[src/rtl/cordic_angle_gen.sv]
// cordic_angle_gen
//   Command stage ahead of the CORDIC rotation/PWM block. A signed speed
//   command is slew-limited into spd_cur. spd_cur is integrated into a
//   wrapping ANG_W-bit phase accumulator once every TICK_DIV clocks. Each
//   step offers one {x_, y_, ang} sample over a valid/ready handshake.
//
// Ports
//   clk, rst          clock; asynchronous active-high reset
//   en                1 = run toward spd_cmd, 0 = ramp down to zero, then idle
//   spd_cmd           signed target speed, angle LSBs per step
//   x_in, y_in        vector components, sampled when a step loads the output
//   x_, y_, ang       registered sample presented to the CORDIC
//   out_valid         sample pending; out_ready accepts it
//   spd_cur           current slew-limited speed
//   running           FSM not idle
//   ovr               sticky: a step found the previous sample still pending
module cordic_angle_gen #(
  parameter int ANG_W    = 20,
  parameter int XY_W     = 10,
  parameter int SPD_W    = 12,
  parameter int TICK_DIV = 5120,
  parameter int ACC_STEP = 16
) (
  input  logic                    clk,
  input  logic                    rst,
  input  logic                    en,
  input  logic signed [SPD_W-1:0] spd_cmd,
  input  logic        [XY_W-1:0]  x_in,
  input  logic        [XY_W-1:0]  y_in,
  output logic        [XY_W-1:0]  x_,
  output logic        [XY_W-1:0]  y_,
  output logic        [ANG_W-1:0] ang,
  output logic                    out_valid,
  input  logic                    out_ready,
  output logic signed [SPD_W-1:0] spd_cur,
  output logic                    running,
  output logic                    ovr
);

  localparam int CNT_W = (TICK_DIV > 1) ? $clog2(TICK_DIV) : 1;
  localparam logic [CNT_W-1:0] CNT_LAST = CNT_W'(TICK_DIV - 1);
  localparam logic signed [SPD_W:0] STEP_POS = (SPD_W+1)'(ACC_STEP);
  localparam logic signed [SPD_W:0] STEP_NEG = -STEP_POS;

  typedef enum logic [1:0] {
    IDLE = 2'd0,
    RUN  = 2'd1,
    STOP = 2'd2
  } state_t;

  state_t                  state_q, state_d;
  logic        [CNT_W-1:0] cnt_q, cnt_d;
  logic signed [SPD_W-1:0] spd_q, spd_d;
  logic        [ANG_W-1:0] acc_q, acc_d;
  logic        [XY_W-1:0]  x_q, x_d;
  logic        [XY_W-1:0]  y_q, y_d;
  logic        [ANG_W-1:0] ang_q, ang_d;
  logic                    valid_q, valid_d;
  logic                    ovr_q, ovr_d;

  logic                    step;
  logic signed [SPD_W:0]   target;
  logic signed [SPD_W:0]   diff;
  logic signed [SPD_W-1:0] spd_next;
  logic        [ANG_W-1:0] acc_next;

  // Slew limiter: the difference is taken one bit wider so that extreme
  // targets cannot overflow. Inside the ACC_STEP window spd_cur lands exactly
  // on the target, so it never overshoots.
  always_comb begin
    target   = (state_q == RUN) ? {spd_cmd[SPD_W-1], spd_cmd} : '0;
    diff     = target - {spd_q[SPD_W-1], spd_q};
    spd_next = target[SPD_W-1:0];
    if (diff > STEP_POS) begin
      spd_next = spd_q + SPD_W'(ACC_STEP);
    end else if (diff < STEP_NEG) begin
      spd_next = spd_q - SPD_W'(ACC_STEP);
    end
    acc_next = acc_q + {{(ANG_W-SPD_W){spd_next[SPD_W-1]}}, spd_next};
  end

  // Tick counter, FSM, and speed/phase integration.
  // Leaving RUN does not wait for the counter, so stopping takes effect on
  // the very next clock. STOP returns to RUN with the counter and speed intact.
  always_comb begin
    state_d = state_q;
    cnt_d   = cnt_q;
    spd_d   = spd_q;
    acc_d   = acc_q;
    step    = (state_q != IDLE) && (cnt_q == CNT_LAST);
    if (state_q != IDLE) begin
      cnt_d = (cnt_q == CNT_LAST) ? '0 : cnt_q + CNT_W'(1);
    end else begin
      cnt_d = '0;
    end
    if (step) begin
      spd_d = spd_next;
      acc_d = acc_next;
    end
    case (state_q)
      IDLE: begin
        if (en) state_d = RUN;
      end
      RUN: begin
        if (!en) state_d = STOP;
      end
      STOP: begin
        if (en) begin
          state_d = RUN;
        end else if (step && (spd_next == '0)) begin
          state_d = IDLE;
        end
      end
      default: state_d = IDLE;
    endcase
  end

  // Output register. A step reloads the register only when the slot is free
  // or is being accepted on this same edge. A step that finds the slot still
  // pending only sets the sticky overrun flag.
  always_comb begin
    x_d     = x_q;
    y_d     = y_q;
    ang_d   = ang_q;
    valid_d = valid_q;
    ovr_d   = ovr_q;
    if (step && (!valid_q || out_ready)) begin
      x_d     = x_in;
      y_d     = y_in;
      ang_d   = acc_next;
      valid_d = 1'b1;
    end else begin
      if (valid_q && out_ready) valid_d = 1'b0;
      if (step) ovr_d = 1'b1;
    end
  end

  // All state registers share one asynchronous reset.
  always_ff @(posedge clk or posedge rst) begin
    if (rst) begin
      state_q <= IDLE;
      cnt_q   <= '0;
      spd_q   <= '0;
      acc_q   <= '0;
      x_q     <= '0;
      y_q     <= '0;
      ang_q   <= '0;
      valid_q <= 1'b0;
      ovr_q   <= 1'b0;
    end else begin
      state_q <= state_d;
      cnt_q   <= cnt_d;
      spd_q   <= spd_d;
      acc_q   <= acc_d;
      x_q     <= x_d;
      y_q     <= y_d;
      ang_q   <= ang_d;
      valid_q <= valid_d;
      ovr_q   <= ovr_d;
    end
  end

  assign x_        = x_q;
  assign y_        = y_q;
  assign ang       = ang_q;
  assign out_valid = valid_q;
  assign spd_cur   = spd_q;
  assign running   = (state_q != IDLE);
  assign ovr       = ovr_q;

endmodule

[config.mk]
export PLATFORM = sky130hd
export DESIGN_NAME = cordic_angle_gen
export DESIGN_NICKNAME = d
export VERILOG_FILES = /design/src/rtl/cordic_angle_gen.sv
export SDC_FILE = /design/constraint.sdc
export NUM_CORES = 1
export LEC_CHECK = 0
export BUFFER_PORTS_ARGS = -buffer_cell sky130_fd_sc_hd__buf_4
export CAP_MARGIN = 10
export CORE_ASPECT_RATIO = 0.8
export CORE_MARGIN = 5
export CORE_UTILIZATION = 45
export CTS_CLUSTER_DIAMETER = 40
export DETAILED_ROUTE_END_ITERATION = 10
export GPL_ROUTABILITY_DRIVEN = 0
export HOLD_SLACK_MARGIN = 0.1
export PLACE_DENSITY = 0.76
export SLEW_MARGIN = 20
export SYNTH_ARGS = -nofsm -noshare
export SYNTH_HDL_FRONTEND = slang
export SYNTH_SLANG_ARGS = --single-unit
[constraint.sdc]
create_clock -name clk -period 6.7 [get_ports clk]
set_clock_uncertainty 0.2 [all_clocks]
set_input_delay 1.005 -clock clk [delete_from_list [all_inputs] [get_ports clk]]
set_output_delay 1.005 -clock clk [all_outputs]
set_load 0.01 [all_outputs]
==> results of run 1 <==
[placed cells by master, fill, tap and decap left out, drive strengths merged, types with 3 or more instances in the layout]
cell type,netlist,layout
nand4,5,5
maj3,4,4
o211ai,7,7
nand2,35,35
o31ai,3,3
buf,10,138
nor3,15,15
nor2,50,50
o21a,5,5
mux2,56,56
a31oi,8,8
dfrtp,89,89
nand3b,5,5
a21o,5,5
mux2i,4,4
xnor2,31,31
nor2b,7,7
a211oi,5,5
and3,8,8
a21boi,4,4
and2,5,5
inv,32,31
xor2,17,17
a21oi,28,28
o21ai,29,29
nand2b,13,13
or3,3,3
nand3,11,11
clkbuf,12,14
ha,29,29
[timing repair]
item                                    in CTS  in global routing
endpoints found under the setup margin       3                 15
resized for setup                            2                 17
buffers inserted                             1                  1
pin swaps                                    1                  9
[worst max-delay path, delay by kind of cell]
kind,cells,cell delay [ns]
AOI/OAI and AO/OA,10,1.77
and+or+nand+nor,5,1.33
adders and majority gates,4,1.03
muxes,2,0.53
buffers and inverters,4,0.47
xor gates and xnor gates,2,0.36
[state kept, by name, indices dropped and copies added, names as in the netlist]
signal,cells
y_,10
ovr,1
spd_cur,12
out_valid,1
cnt_q,13
ang,20
x_,10
state_q,2
acc_q,20
[through the flow]
| stage | cells | power (W) | util | hold slack [ns] |
|---|---|---|---|---|
| 2_1_floorplan | 575 | 0.000731 | - | 0.248 |
| 3_3_place_gp | 860 | 0.000818 | 0.559 | 0.263 |
| 3_5_place_dp | 860 | 0.000828 | 0.559 | 0.272 |
| 4_1_cts | 877 | 0.00130 | 0.582 | 0.285 |
| 5_1_grt | 878 | 0.00136 | 0.588 | 0.305 |
| 6_report | 878 | 0.00129 | 0.588 | 0.281 |
[routing by layer]
| layer | wire length [um] | GRT usage |
|---|---|---|
| met5 | 0 | 0 |
| met4 | 153 | 0.0463 |
| met1 | 6030 | 0.236 |
| met2 | 6760 | 0.306 |
| met3 | 1050 | 0.0495 |
[how the worst max path moves through the flow]
stage	end
floorplan	acc_q[14]
global placement	ang[14]
detailed placement	ang[19]
CTS	ang[14]
global route	ang[19]
finish	ang[19]
[area by class of cell]
| class | count | area, um2 |
|---|---|---|
| clock buffers | 14 | 264 |
| clock inverters | 2 | 12.5 |
| fillers | 1022 | 5070 |
| inverters | 32 | 121 |
| multi-input cells | 432 | 3340 |
| flip-flops and latches | 89 | 2230 |
| well taps | 171 | 214 |
| repair buffers | 138 | 1050 |
[kinds of logic (layout without fill, tap and decap cells)]
kind of cell    after synthesis  after routing
mux                          60             60
buf+inv                      54            186
fa+ha+maj                    35             35
xor+xnor                     49             49
flops                        89             89
simple gates                173            173
compound gates              115            115
[power by group through the flow]
stage	registers, W	logic, W	clock network [W]
CTS	0.000557	0.000264	0.000477
finish	0.000557	0.000270	0.000467
floorplan	0.000568	0.000163	0
global route	0.000558	0.000296	0.000504
global placement	0.000565	0.000252	0
detailed placement	0.000567	0.000262	0
==> impl_results.md, run 1 <==
- Gr ovfl total: 0
- Clock Path Buffers: 2
- Post-synthesis simple-gate area fraction: 0.156
- Hold Crit Endpoint: acc_q[19]
- TritonCTS clock tree: yes
- Initial core utilization: 0.465
- Sw Ratio: 0.271
- Number of synthesized register bits: 89
- PwrDens: 179 mW/mm2
- Final setup viols: 0
- Share of the clock period used by the worst path: 0.969
- Min-delay src: acc_q[19]
- Cell taking the most area after synthesis: dfrtp_1
- Worst Tran Pin Value: 0.710 ns
- DIE WIDTH: 136 um
- Initial antenna violation count: 0
- Synth warnings: 0
- Largest net degree at the start of global routing: 81
- Gr usage total: 0.183
- Post-Synth Adder-Cell Area: 0.0781
- Synth top area share: 0.389
- Input/output buffers: 90
- Core area: 0.0123 mm2
- Number of vias in the routed layout: 4805
- Vias in the first global route: 4962
- Layout cells sized above 1: 0.338
- Clock share of power: 0.361
- Clock transition at the registers of the reported paths: 0.06 ns
- Largest family of logic cells by synthesized area: simple AND/OR/NAND/NOR gates
- Synth Area in XOR/XNOR: 0.0788
- Reg-to-reg startpoint: state_q[1]
- Combinational power share: 0.209
- Sequential Power Share: 0.430
- Max Cap Viol: 0
- First-pass DRT Iterations: 5
- Die Ht: 111 um
- Final setup TNS: 0 ns
- CP max FO: 8
- Post-route ant nets: 0
- Drt via density: 5.47
- WL final: 14000 um
- Fmax achieved: 154 MHz
- Compound-Gate Fraction of Synth Area: 0.142
- Synth Cell Area: 0.00572 mm2
- Internal power: 0.000943 W
- TritonCTS Buffers: 9
- Most frequent cells after synthesis: 89 x dfrtp_1, 56 x mux2_2, 49 x nor2_1
- Crit path from: spd_cmd[0]
- Fin. max-slew vios: 0
- Num ports: 91
- TritonCTS Sinks: 89
- Drt initial violations: 292
- Post-synthesis net count: 642
- Setup crit start kind: input pin
- FF-to-FF End: ang[19]
- P&R area growth vs syn: 26.4%
- Die area: 0.0151 mm2
- Row count: 36
- DP Area: 0.00687 mm2
- Final hold viol count: 0
- Synth Area per Inst: 9.95 um2
- Max-slew headroom: 0.526
- P_leak: 3.46 nW
- R2r setup slk: 0.28 ns
- Netlist cell types: 74
- Crit path DAT: 6.51 ns
- Number of enable flip-flop cells after synthesis: 0
- Max rail drop VDD: 0.117 mV
- Cells after synthesis: 575
- Outcome: finished, final reports clean
- Critical path class: input pin to flip-flop
- Setup ws final: 0.206 ns
- Clock Root Buffer: clkbuf_16
- Slowest stage delay, CP: 0.55 ns
- Hold WC Path Type: flip-flop to flip-flop
- HPWL after DPL: 10500 um
- Design area: 0.00723 mm2
- CTS Hold Bufs: 0
- Ys flop type: dfrtp_1
- CTS H-tree depth: 3
- Cells on worst reg2reg path: 27
- Worst Path Required: 6.72 ns
- FFs w/ async S/R, synth: 1.00
- DR WL/cell: 15.9 um
- Most common cell in the netlist: dfrtp_1
- Antenna cells: 0
- Nets: 769
- Seq/Total Area, Yosys: 0.389
- Post-synthesis mux area share: 0.117
- Ranking of synthesized cells by area: dfrtp_1 39%, mux2_2 11%, ha_1 6.3%
- Sw power: 0.000351 W
- Pre-CTS setup slack: -0.362 ns
- Hold Path Depth: 1
- Worst Setup End Kind: flip-flop
- DRC Markers: 0
- First-pass GRT wire length: 23000 um
- Fin crit period: 6.49 ns
- Later-pin clock latency in the skew report: 0.33 ns
- Crit path max-delay cell type: or4_4
No activity file was read; power rests on OpenSTA's default activity.
==> inputs of run 2 (changes only) <==
BUFFER_PORTS_ARGS = -buffer_cell sky130_fd_sc_hd__buf_2   (was -buffer_cell sky130_fd_sc_hd__buf_4)
==> run 2 against run 1 <==
Effect of this change: non-clock buffer count stayed put; critical path depth is 2 higher; sequential power hardly changed; clock power is 15% higher; largest cell class unchanged; flip-flop and latch count stayed put.
==> impl_results.md, run 2 (synthesis gave the netlist of run 1 again) <==
- Outcome: finished, final reports clean (unchanged)
- Setup crit start kind: input pin (unchanged)
- Worst Setup End Kind: flip-flop (unchanged)
- Number of vias in the routed layout: 4808 (was 4805)
- Layout cells sized above 1: 0.339 (was 0.338)
- Setup ws final: 0.287 ns (was 0.206 ns)
- Crit path max-delay cell type: or4_4 (unchanged)
- Fmax achieved: 156 MHz (was 154 MHz)
- Commonest cells after routing, fill and taps aside: 90 x buf_2, 89 x dfrtp_1, 56 x mux2_2 (was 135 x buf_4, 89 x dfrtp_1, 56 x mux2_2)
- DR WL/cell: 16.0 um (was 15.9 um)
- Largest net degree at the start of global routing: 90 (was 81)
- Clock Path Buffers: 2 (unchanged)
- CTS Hold Bufs: 0 (unchanged)
- Max rail drop VDD: 0.136 mV (was 0.117 mV)
- DIE WIDTH: 136 um (unchanged)
- CP max FO: 6 (was 8)
- Later-pin clock latency in the skew report: 0.33 ns (about the same)
- Slowest stage delay, CP: 0.51 ns (was 0.55 ns)
- Worst Tran Pin Value: 1.09 ns (was 0.710 ns)
- Gr ovfl total: 0 (unchanged)
- Drt via density: 5.48 (was 5.47)
- Final hold viol count: 0 (unchanged)
- Util after Layout: 0.571 (was 0.588)
- TritonCTS Sinks: 89 (unchanged)
- TritonCTS clock tree: yes (unchanged)
- Fin. max-slew vios: 0 (unchanged)
- Post-layout power: 0.00135 W (was 0.00129 W)
- Input/output buffers: 90 (unchanged)
- Drt initial violations: 278 (was 292)
- P_leak: 3.41 nW (was 3.46 nW)
- First-pass GRT wire length: 23400 um (was 23000 um)
- Clock Root Buffer: clkbuf_16 (unchanged)
- Fin cells: 877 (was 878)
- Post-route ant nets: 0 (unchanged)
- Max Cap Viol: 0 (unchanged)
- Initial antenna violation count: 0 (unchanged)
- Pre-CTS setup slack: -0.459 ns (was -0.362 ns)
- # placed instances: 857 (was 860)
- DRC Markers: 0 (unchanged)
- Nets: 769 (unchanged)
- Die area: 0.0151 mm2 (unchanged)
- Share of the clock period used by the worst path: 0.957 (was 0.969)
- P&R area growth vs syn: 22.8% (was 26.4%)
- GR peak layer: met2 (unchanged)
- Initial core utilization: 0.465 (unchanged)
- Hold slack: 0.281 ns (about the same)
- CTS H-tree depth: 3 (unchanged)
- FILL cells: 1071 (was 1022)
- Met3 Use GR: 0.0454 (was 0.0495)
- Commonest non-fill, non-tap cell in the layout: buf_2 (was buf_4)
- Critical path class: input pin to flip-flop (unchanged)
- Core area: 0.0123 mm2 (unchanged)
- Fin crit period: 6.41 ns (was 6.49 ns)
- Met2 usage: 0.309 (was 0.306)
- WL final: 14100 um (was 14000 um)
- Max-slew headroom: 0.276 (was 0.526)
- Gr usage total: 0.186 (was 0.183)
- TritonCTS Buffers: 9 (unchanged)
- First-pass DRT Iterations: 5 (unchanged)
- HPWL after DPL: 10600 um (was 10500 um)
- Final setup viols: 0 (unchanged)
- Die Ht: 111 um (unchanged)
- Crit path DAT: 6.43 ns (was 6.51 ns)
- Worst Path Required: 6.71 ns (was 6.72 ns)
- Antenna cells: 0 (unchanged)
- Clock transition at the registers of the reported paths: 0.06 ns (about the same)
- PwrDens: 192 mW/mm2 (was 179 mW/mm2)
- Vias in the first global route: 4938 (was 4962)
- Num ports: 91 (unchanged)
- Hold WC Path Type: flip-flop to flip-flop (unchanged)
- Row count: 36 (unchanged)
- Met1 Use GR: 0.246 (was 0.236)
## run 2: cell types whose count changed in the layout (fill, tap and decap cells not counted), sizes merged
cell | before | now
clkbuf | 14 | 11
bufinv | 0 | 2
clkinv | 2 | 1
inv | 31 | 32
## run 2: path summary, 6_finish.rpt
path	startpoint	endpoint	slack [ns]	cells after the start
worst max-delay path	spd_cmd[0]	acc_q[19]	0.29	29
worst min-delay path	ang[2]	ang[2]	0.28	2
worst max register to register	state_q[1]	acc_q[19]	0.42	29
worst min register to register	ang[2]	ang[2]	0.28	2
max in group asynchronous	rst	acc_q[7]	5.10	3
min in group asynchronous	rst	x_[6]	0.69	3
## run 2: power breakdown
part	internal [W]	switching [W]
combinational	0.000111	0.000146
sequential	0.000549	0.00000765
clock	0.000336	0.000202
total	0.000996	0.000356
## run 2: stage by stage
stage | area (um2) | setup TNS (ns)
floorplan | 5740 | 0
global placement | 6630 | -1.76
detailed placement | 6630 | -4.21
CTS | 6950 | 0
global route | 7030 | -0.0196
finish | 7030 | 0
## run 2: final cells by class
| class | count | area [um2] | share of cell area |
|---|---|---|---|
| clock inverters | 4 | 76.3 | 0.0109 |
| repair buffers | 138 | 818 | 0.116 |
| inverters | 32 | 121 | 0.0173 |
| clock buffers | 11 | 243 | 0.0346 |
| flip-flops and latches | 89 | 2230 | 0.317 |
| multi-input cells | 432 | 3330 | 0.473 |
| well taps | 171 | 214 | 0.0305 |
## run 2: routing by layer
metal  part of all wire  wire (um)  vias to the layer above
met5                  0          0                        -
met4             0.0092        130                        0
met3              0.065        909                       17
met2               0.48       6760                      155
met1               0.45       6260                     2335
li1                   -          -                     2301
## run 2: timing repair
action,CTS,global route
buffers inserted,0,5
setup endpoints to repair,8,16
resized for setup,4,12
pin swaps,2,11
## run 2: critical path: cells and delay by family
kind	cells	cell delay [ns]
simple gates	6	1.49
mux	1	0.11
buf+inv	5	0.61
fa+ha+maj	4	1.13
compound gates	11	1.79
xor+xnor	2	0.28
==> inputs of run 3 (changes only) <==
CTS_BUF_LIST = sky130_fd_sc_hd__clkbuf_8   (was not set)
==> run 3 against run 2 <==
Effect of this change: utilization decreased by 0.72 points; worst hold slack better by 0.0036 ns; flip-flop and latch count stayed put; count of clock-buffer cells in the layout is 1 lower; power down 9.8%; first-iteration DRC count shrank 19%; largest cell class unchanged.
==> impl_results.md, run 3 (synthesis gave the netlist of run 1 again) <==
- Setup ws final: 0.290 ns (was 0.287 ns)
- Crit path max-delay cell type: or4_4 (unchanged)
- Min-delay src: ang[2] (unchanged)
- Slowest stage delay, CP: 0.51 ns (about the same)
- Max-slew headroom: 0.277 (was 0.276)
- CP delay by family, top: compound AO/OA/AOI/OAI gates (unchanged)
- Nets: 769 (unchanged)
- Drt initial violations: 226 (was 278)
- Commonest non-fill, non-tap cell in the layout: buf_2 (unchanged)
- Clock Root Buffer: clkbuf_8 (was clkbuf_16)
- Critical path class: input pin to flip-flop (unchanged)
- CP max FO: 6 (unchanged)
- Core area: 0.0123 mm2 (unchanged)
- Unrepaired setup endpoints after global routing: false
- HPWL after DPL: 10600 um (unchanged)
- Util after Layout: 0.564 (was 0.571)
- DIE WIDTH: 136 um (unchanged)
- Num ports: 91 (unchanged)
- TritonCTS clock tree: yes (unchanged)
- Fin. max-slew vios: 0 (unchanged)
- Drt via density: 5.47 (was 5.48)
- Final setup viols: 0 (unchanged)
- First-pass DRT Iterations: 5 (unchanged)
- Crit path from: spd_cmd[0] (unchanged)
- Final hold viol count: 0 (unchanged)
- Vias in the first global route: 4936 (was 4938)
- Share of the clock period used by the worst path: 0.957 (about the same)
- P_leak: 3.37 nW (was 3.41 nW)
- First-pass GRT wire length: 23100 um (was 23400 um)
- Number of vias in the routed layout: 4798 (was 4808)
- P&R area growth vs syn: 21.3% (was 22.8%)
- Gr ovfl total: 0 (unchanged)
- Worst Setup End Kind: flip-flop (unchanged)
- Row count: 36 (unchanged)
- Outcome: finished, final reports clean (unchanged)
- WL final: 13900 um (was 14100 um)
- CP bufs+invs: 4 (was 5)
- Post-route ant nets: 0 (unchanged)
- TritonCTS Sinks: 89 (unchanged)
- DR WL/cell: 15.9 um (was 16.0 um)
- Initial antenna violation count: 0 (unchanged)
- Max rail drop VDD: 0.118 mV (was 0.136 mV)
- Pre-CTS setup slack: -0.459 ns (unchanged)
- Commonest cells after routing, fill and taps aside: 90 x buf_2, 89 x dfrtp_1, 56 x mux2_2 (unchanged)
- Clock transition at the registers of the reported paths: 0.09 ns (was 0.06 ns)
- Later-pin clock latency in the skew report: 0.35 ns (was 0.33 ns)
- Max Cap Viol: 0 (unchanged)
- Largest net degree at the start of global routing: 90 (unchanged)
- Initial core utilization: 0.465 (unchanged)
- Die Ht: 111 um (unchanged)
- Antenna cells: 0 (unchanged)
- Post-layout power: 0.00122 W (was 0.00135 W)
- Setup crit start kind: input pin (unchanged)
- PwrDens: 176 mW/mm2 (was 192 mW/mm2)
- Input/output buffers: 90 (unchanged)
- Reg-to-reg startpoint: state_q[1] (unchanged)
- Layout cells sized above 1: 0.340 (was 0.339)
- Fin crit period: 6.41 ns (about the same)
- Fmax achieved: 156 MHz (about the same)
- DRC Markers: 0 (unchanged)
- Worst Path Required: 6.74 ns (was 6.71 ns)
- Clock Path Buffers: 2 (unchanged)
- Worst Tran Pin Value: 1.09 ns (about the same)
- Die area: 0.0151 mm2 (unchanged)
- Hold WC Path Type: flip-flop to flip-flop (unchanged)
- Gr usage total: 0.184 (was 0.186)
- TritonCTS Buffers: 9 (unchanged)
- Crit path DAT: 6.45 ns (was 6.43 ns)
- CTS H-tree depth: 3 (unchanged)
run 3: report_power, final:
part           internal, W  switching [W]
sequential        0.000548     0.00000771
combinational     0.000111       0.000145
clock             0.000218       0.000189
total             0.000878       0.000342
run 3: final timing paths:
path / slack [ns] / to / cells past startpoint
min in group asynchronous: 0.66 / out_valid / 3
min reg2reg: 0.28 / ang[2] / 2
min: 0.28 / ang[2] / 2
max: 0.29 / ang[19] / 27
max reg2reg: 0.39 / ang[19] / 27
max in group asynchronous: 5.12 / cnt_q[9] / 3
run 3: metrics by stage:
stage          TNS [ns]  area (um2)  cells  hold slack, ns
3_3_place_gp      -1.76        6630    857           0.257
3_5_place_dp      -4.21        6630    857           0.271
6_report              0        6940    877           0.285
2_1_floorplan         0        5740    575           0.248
5_1_grt               0        6940    877           0.314
4_1_cts               0        6850    872           0.292
run 3: per-layer routing:
| layer | global-route usage | vias up | wire length [um] | part of all wire |
|---|---|---|---|---|
| li1 | - | 2291 | - | - |
| met1 | 0.246 | 2321 | 6100 | 0.44 |
| met2 | 0.302 | 172 | 6740 | 0.48 |
| met3 | 0.0368 | 14 | 994 | 0.071 |
| met4 | 0.0517 | 0 | 109 | 0.0078 |
| met5 | 0 | - | 0 | 0 |
run 3: area by class of cell:
type / count / area [um2]
clock buffers: 10 / 138
clock inverters: 5 / 80.1
fillers: 1082 / 5360
inverters: 32 / 121
multi-input cells: 432 / 3330
flip-flops and latches: 89 / 2230
well taps: 171 / 214
repair buffers: 138 / 831
run 3: worst register-to-register path: cells and delay by family, from the launching register on:
kind | cells | cell delay [ns]
compound gates | 11 | 1.76
xor+xnor | 2 | 0.41
fa+ha+maj | 4 | 1.10
buf+inv | 3 | 0.38
flops | 1 | 0.38
mux | 1 | 0.26
simple gates | 6 | 1.69
run 3: what timing repair did:
item	in CTS	in global routing
hold buffers	0	0
endpoints found under the setup margin	7	16
resized for setup	3	14
pin swaps	1	8
setup buffers	0	4
gates cloned	0	0
